<file path="src/rtl/nor_logic_unit.sv">
`timescale 1ns/1ps
// Registered bitwise logic unit (AND/OR/NAND/NOR/XOR/XNOR/NOT/PASS) with a
// valid/ready handshake, a 2-entry result FIFO and a saturating transfer counter.
module nor_logic_unit #(
  parameter int WIDTH = 8,
  parameter int CNT_W = 16
) (
  input  logic             clk,
  input  logic             rst,
  input  logic [WIDTH-1:0] a,
  input  logic [WIDTH-1:0] b,
  input  logic [2:0]       op,
  input  logic             in_valid,
  output logic             in_ready,
  output logic [WIDTH-1:0] y,
  output logic             y_zero,
  output logic             out_valid,
  input  logic             out_ready,
  output logic [CNT_W-1:0] xfer_cnt,
  input  logic             cnt_clr
);

  logic [WIDTH-1:0] res;
  logic [WIDTH-1:0] mem_q [2];
  logic [WIDTH-1:0] head_nxt;
  logic [WIDTH-1:0] y_q, y_d;
  logic             y_zero_q, y_zero_d;
  logic [1:0]       count_q, count_d;
  logic             rd_ptr_q, rd_ptr_d;
  logic             wr_ptr_q, wr_ptr_d;
  logic [CNT_W-1:0] xfer_q, xfer_d;
  logic             push, pop;

  genvar gi;
  generate
    for (gi = 0; gi < WIDTH; gi++) begin : g_bit
      logic bit_r;
      always_comb begin
        bit_r = a[gi];
        case (op)
          3'b000:  bit_r = a[gi] & b[gi];
          3'b001:  bit_r = a[gi] | b[gi];
          3'b010:  bit_r = ~(a[gi] & b[gi]);
          3'b011:  bit_r = ~(a[gi] | b[gi]);
          3'b100:  bit_r = a[gi] ^ b[gi];
          3'b101:  bit_r = ~(a[gi] ^ b[gi]);
          3'b110:  bit_r = ~a[gi];
          default: bit_r = a[gi];
        endcase
      end
      assign res[gi] = bit_r;
    end
  endgenerate

  assign in_ready  = (count_q != 2'd2);
  assign out_valid = (count_q != 2'd0);
  assign push      = in_valid && in_ready;
  assign pop       = out_valid && out_ready;

  always_comb begin
    count_d  = count_q;
    rd_ptr_d = rd_ptr_q;
    wr_ptr_d = wr_ptr_q;
    if (push) wr_ptr_d = ~wr_ptr_q;
    if (pop)  rd_ptr_d = ~rd_ptr_q;
    case ({push, pop})
      2'b10:   count_d = count_q + 2'd1;
      2'b01:   count_d = count_q - 2'd1;
      default: count_d = count_q;
    endcase
    // The next head may be the entry being written on this very edge.
    head_nxt = (push && (wr_ptr_q == rd_ptr_d)) ? res : mem_q[rd_ptr_d];
    y_d      = y_q;
    if (count_d != 2'd0) y_d = head_nxt;
    y_zero_d = (y_d == '0);
    xfer_d   = xfer_q;
    if (pop && (xfer_q != '1)) xfer_d = xfer_q + 1'b1;
    if (cnt_clr) xfer_d = '0;
  end

  always_ff @(posedge clk) begin
    if (rst) begin
      count_q  <= 2'd0;
      rd_ptr_q <= 1'b0;
      wr_ptr_q <= 1'b0;
      y_q      <= '0;
      y_zero_q <= 1'b1;
      xfer_q   <= '0;
    end else begin
      count_q  <= count_d;
      rd_ptr_q <= rd_ptr_d;
      wr_ptr_q <= wr_ptr_d;
      y_q      <= y_d;
      y_zero_q <= y_zero_d;
      xfer_q   <= xfer_d;
    end
  end

  always_ff @(posedge clk) begin
    if (!rst && push) mem_q[wr_ptr_q] <= res;
  end

  assign y        = y_q;
  assign y_zero   = y_zero_q;
  assign xfer_cnt = xfer_q;

endmodule

</file>
<file path="config.mk">
export PLATFORM = sky130hd
export DESIGN_NAME = nor_logic_unit
export DESIGN_NICKNAME = d
export VERILOG_FILES = /design/src/rtl/nor_logic_unit.sv
export SDC_FILE = /design/constraint.sdc
export NUM_CORES = 1
export LEC_CHECK = 0
export ABC_AREA = 1
export CAP_MARGIN = 20
export CELL_PAD_IN_SITES_DETAIL_PLACEMENT = 1
export CELL_PAD_IN_SITES_GLOBAL_PLACEMENT = 2
export CORE_AREA = 2 2 97 118
export CTS_CLUSTER_DIAMETER = 30
export DETAILED_ROUTE_END_ITERATION = 10
export DIE_AREA = 0 0 99 120
export GPL_ROUTABILITY_DRIVEN = 0
export MAX_ROUTING_LAYER = met4
export PLACE_DENSITY = 0.86
export SLEW_MARGIN = 20
export SYNTH_ARGS = -nofsm -noshare
export SYNTH_HDL_FRONTEND = slang
export SYNTH_SLANG_ARGS = --single-unit
</file>
<file path="constraint.sdc">
create_clock -name clk -period 2.7 [get_ports clk]
set_input_delay 0.54 -clock clk [delete_from_list [all_inputs] [get_ports clk]]
set_output_delay 0.54 -clock clk [all_outputs]
set_load 0.02 [all_outputs]
</file>
Word level (Yosys, flattened, before mapping)
Memory sizes are Yosys's and may differ from the RTL's.
Cells that the tools add are included.

cells by class
  add/sub/neg operators = 3
  equal/unequal tests = 11
  multiplexer cells = 14
  bitwise gates (word level) = 58
  reduce and logical (&&, ||, !) cells = 11

operator list
  operator                                          count
  case mux 1 bit (7 select lines)                   8
  inverter 1 bit                                    34
  adder 16 x 1 -> 16 bit, second input constant     1
  2-to-1 mux 8 bit                                  2
  != test 16 bit, second input constant             1
  == test 3 bit, second input constant              3
  bitwise AND 1 bit                                 8
  logical NOT 8 bit                                 1
  OR 1 bit                                          8
  XOR 1 bit                                         8
  == test 3 x 2 -> 1 bit, second input constant     2
  logical AND 1 bit                                 5
  case mux 2 bit (2 select lines)                   1
  nonzero test 2 bit                                2
  == test 3 x 1 -> 1 bit, second input constant     1
  logical NOT 3 bit                                 1
  2-to-1 mux 1 bit                                  3
  adder 2 x 1 -> 2 bit, second input constant       1
  == test 2 x 1 -> 1 bit, second input constant     1
  == test 2 bit, second input constant              1
  != test 2 bit, second input constant              1
  OR reduction 2 bit                                1
  subtractor 2 x 1 -> 2 bit, second input constant  1
  == test 1 bit                                     1
  logical NOT 1 bit                                 1

storage, ports and cells
  register bits after elaboration = 29
  memory bits (writable) = 16
  output and inout bits = 27
  word-level logic and storage cells = 104
  memories kept = 1

memories
  name   words  bits a word  read ports  clocked after memory_dff  write ports  RTL line  RTL
  mem_q  2      8            1           0                         1            24        logic [WIDTH-1:0] mem_q [2];

Longest topological paths before layout
  depth after elaboration = 8
  mapped depth = 19
  gate-level depth less buffers = 18

Worst setup path before layout
Ideal clock, no wire load.

  path type = register to register
  from = register count_q[0]
  to = register y_zero_q (netlist: y_zero)
  library setup time = 0.058 ns
  arrival = 2.123 ns
  data required time = 2.642 ns
  path slack = 0.519 ns
  stages on the path, launching flop included = 18
  buffers on the path = 1
  cell sequence = dfxtp_1 -> inv_1 -> nand2_1 -> nand2_1 -> ha_1 -> nor2_1 -> nand2_1 -> nand2_1 -> nand2_1 -> inv_2 -> nand2_2 -> buf_6 -> or2_1 -> nand2_1 -> nand2_1 -> nor2_1 -> nand2_1 -> nand2_1

between the ends
  elaborated cells on any way between the ends = 17
  those cells by class = 2 x add/sub; 4 x eq/ne; 4 x mux; 6 x reduce/logical; 1 x memory

RTL lines
  item                                                     RTL line  RTL
  from (decl)                                              28        logic [1:0] count_q, count_d;
  from (signal assigned)                                   90        count_q <= count_d;
  != test 2 bit *                                          55        assign in_ready = (count_q != 2'd2);
  named net in_ready                                       14        output logic in_ready,
  logical AND 1 bit *                                      57        assign push = in_valid && in_ready;
  == test 2 x 1 -> 1 bit or == test 2 bit (tied branches)  66        case ({push, pop})
  case mux 2 bit (2 select lines)                          66
  nonzero test 2 bit                                       74        if (count_d != 2'd0) y_d = head_nxt;
  2-to-1 mux 8 bit *                                       74
  logical NOT 8 bit *                                      75        y_zero_d = (y_d == '0);
  to (signal assigned)                                     94        y_zero_q <= y_zero_d;
  to (decl)                                                27        logic y_zero_q, y_zero_d;

The timed path passes the listed nets; every way through them passes the cells marked *.
A chain may end at the register's enable or synchronous reset.

Final worst setup path
  from = input out_ready
  to = register y_zero_q (netlist: y_zero)

between the ends
  cells in the longest elaborated chain, start to end = 7
  elaborated cells on any way between the ends = 12
  those cells by class = 3 x eq/ne; 4 x mux; 4 x reduce/logical; 1 x memory

ends and longest elaborated chain
  item                                                            RTL line  RTL
  from (decl)                                                     18        input logic out_ready,
  logical AND 1 bit *                                             58        assign pop = out_valid && out_ready;
  branches (longest 4 deep; another with == test 2 x 1 -> 1 bit)  n/a
  2-to-1 mux 8 bit *                                              74
  logical NOT 8 bit *                                             75

Every way passes the cells marked *.

==> results.tsv <==
stage	metric	value	unit
critical_path	CP peak stage delay	0.42	ns
sta	Post-Route Setup TNS	0	ns
cts	clk slew on worst S/H paths	0.07	ns
yosys	synthesized area per cell	6.84	µm²
critical_path	crit path capture type	register	
yosys	share of the synthesized area in the top cell type	0.191	
hold_path	worst min path class	register to register	
pwr	power density of the placed cells	745	nW/µm²
sta	Final min period	2.42	ns
floorplanning	Core Area	10800	µm²
sta	Clock Skews	0.0119	ns
sta	Final Hold Fails	0	
placed_design	post-DP HPWL	6800	µm
cts	H-tree Lvls	2	
sta	fin crit share	0.895	
yosys	synthesized flop and latch total	45	
cts	clock sinks	45	
global_routing	number of global-route vias before repair	3251	
floorplanning	Initial Util	0.282	
placed_design	IO Port Bufs	50	
critical_path	Setup CP Type	primary input to register	
cts	CTS tree	built	
layout	Layout area overhead	30.9	%
detailed_routing	Residual DRC	0	
cts	total CTS buffers	5	
detailed_routing	drt via density	4.79	
floorplanning	die area	11900	µm²
sta	RSZ-0062 raised after global routing	false	
layout	most common cell after layout, fill and taps aside	nand2_1	
layout	fin nets	558	
floorplanning	I/O Pins	51	
cts	Clock Tree Buf Depth	2	
floorplanning	width of the die	99	µm
run_status	status	finished clean	
cts	cts repair resizes	0	
critical_path	Crit path top cell by count	nand2_1	
detailed_routing	drt wl/cell	13.0	µm
layout	Finished Layout Cells	649	
sta	Final setup viols	0	
detailed_routing	Post-DRT Antenna Nets	0	
global_routing	pin count of the biggest net entering global routing	19	
global_routing	Global Route Usage Sum	0.151	
yosys	post-synthesis net count	486	
cts	Hold-fix buffers, CTS	0	
sta	Slew Limit Fails	0	
critical_path	Max Fanout on Critical Path	11	
sta	Slew HR	0.742	
yosys	dominant cells by area after synthesis	dfxtp_1 19%, edfxtp_1 16%, nand2_1 14%	
global_routing	antenna violations before repair	0	
critical_path	CP Data Required Time	2.94	ns
yosys	post-synthesis sequential area ratio	0.349	
layout	Fill cells	1365	
pwr	Max VDD drop	0.318	mV
detailed_routing	via count	3106	
sta	Peak Freq	414	MHz
global_routing	grt total ovfl	0	
detailed_routing	Detailed Routing Iterations Pass 1	4	
layout	antenna cells	0	
critical_path	CP arrival	2.65	ns
yosys	Mapped Cells	444	
yosys	synthesized area	3040	µm²
floorplanning	Die Span Y	120	µm
critical_path	worst-path cell chain	clkdlybuf4s50_1 -> o21ai_1 -> inv_1 -> ha_1 -> nor2_1 -> nand2_1 -> nand2_1 -> nand2_1 -> inv_2 -> nand2_2 -> or2_2 -> nand2_1 -> nand2_1 -> nor2_1 -> nand2_1 -> nand2_1	
placed_design	placed insts	641	
cts	clk root buf	clkbuf_16	
pwr	final total power	0.00296	W
pwr	Lkg Pwr	1.78	nW
global_routing	first-pass GRT wire length	14400	µm
floorplanning	row cnt	42	
sta	Worst-Margin Slew	0.384	ns
layout	most frequent cells in the layout	110 x nand2_1, 66 x nor2_1, 58 x inv_1	
critical_path	Worst Setup Start Kind	primary input	
critical_path	crit path max-delay cell type	clkdlybuf4s50_1	
cts	worst skew pair latency	0.29	ns
yosys	leading area contributor after synthesis	dfxtp_1	
detailed_routing	initial DRC count	62	
yosys	Unique masters post-synth	32	
flow_run	max capacitance violation total	0	
cts	Setup Fix Bufs, Post-CTS	0	
layout	layout cells sized above 1	0.108	
yosys	Synth Warn #	0	
detailed_routing	WL final	8440	µm
==> kinds of logic (layout without fill, tap and decap cells) <==
family	count (synthesis)	in the layout	synth area share
AO/OA/AOI/OAI	37	37	0.0643
XOR/XNOR	2	2	0.00577
adder cells (fa/ha/maj)	18	18	0.0742
buffers and inverters	74	147	0.105
flip-flops	45	45	0.349
AND/OR/NAND/NOR	268	268	0.401
==> power by group <==
group	total [W]	switching [W]	internal [W]
sequential	0.000858	0.0000519	0.000806
clock	0.000631	0.000283	0.000348
combinational	0.00147	0.000857	0.000615
total	0.00296	0.00119	0.00177
==> critical path: cells and delay by family <==
kind | cells | cell delay [ns]
adders and majority gates | 1 | 0.30
AOI/OAI and AO/OA | 1 | 0.12
buffers and inverters | 3 | 0.57
and+or+nand+nor | 11 | 1.12
==> synthesized netlist by cell type (all sizes together) <==
| master | number |
|---|---|
| buf | 11 |
| nand4 | 12 |
| a211oi | 2 |
| dfxtp | 29 |
| a21oi | 13 |
| nand2 | 114 |
| inv | 60 |
| edfxtp | 16 |
| or2 | 5 |
| nor3b | 1 |
| a31oi | 2 |
| nor4 | 2 |
| and3 | 1 |
| nor3 | 3 |
| ha | 18 |
| o21ai | 19 |
| nand3b | 11 |
| xor2 | 2 |
| clkbuf | 3 |
| o21bai | 1 |
| nor2 | 71 |
| nand3 | 48 |
==> worst paths after layout <==
check                           cells past startpoint  slack (ns)        start          end
worst max-delay path                               16        0.28    out_ready       y_zero
worst min-delay path                                2        0.50  xfer_cnt[4]  xfer_cnt[4]
worst max register to register                     16        0.48   count_q[0]       y_zero
worst min register to register                      2        0.50  xfer_cnt[4]  xfer_cnt[4]
==> stage by stage <==
| step | hold WS (ns) | setup slack [ns] | utilization | cell area, µm² |
|---|---|---|---|---|
| 2_1_floorplan | 0.459 | 0.519 | - | 3040 |
| 3_3_place_gp | 0.468 | 0.0740 | 0.355 | 3820 |
| 3_5_place_dp | 0.489 | -0.0137 | 0.355 | 3820 |
| 4_1_cts | 0.500 | 0.277 | 0.369 | 3980 |
| 5_1_grt | 0.535 | 0.0436 | 0.369 | 3980 |
| 6_report | 0.499 | 0.283 | 0.369 | 3980 |
==> metal layers <==
layer	vias up	share of wire	track usage	wire length, µm
li1	1577	-	-	-
met1	1463	0.43	0.167	3620
met2	48	0.52	0.274	4360
met3	18	0.024	0.0192	200
met4	0	0.031	0.0582	260
met5	-	0	-	0
==> layout make-up <==
cell class,instances,area [µm²],area share
multi-input combinational,325,1660,0.416
sequential,45,1060,0.267
inverter,60,225,0.0567
tap,132,165,0.0415
timing repair buffer,79,718,0.181
clock inverter,3,25.0,0.00630
clock buffer,5,125,0.0315
==> flip-flops by register name, indices dropped and copies added (netlist names) <==
signal / flops
count_q: 2
mem_q: 16
rd_ptr_q: 1
wr_ptr_q: 1
xfer_cnt: 16
y: 8
y_zero: 1
(Power assumes the default switching activity.)
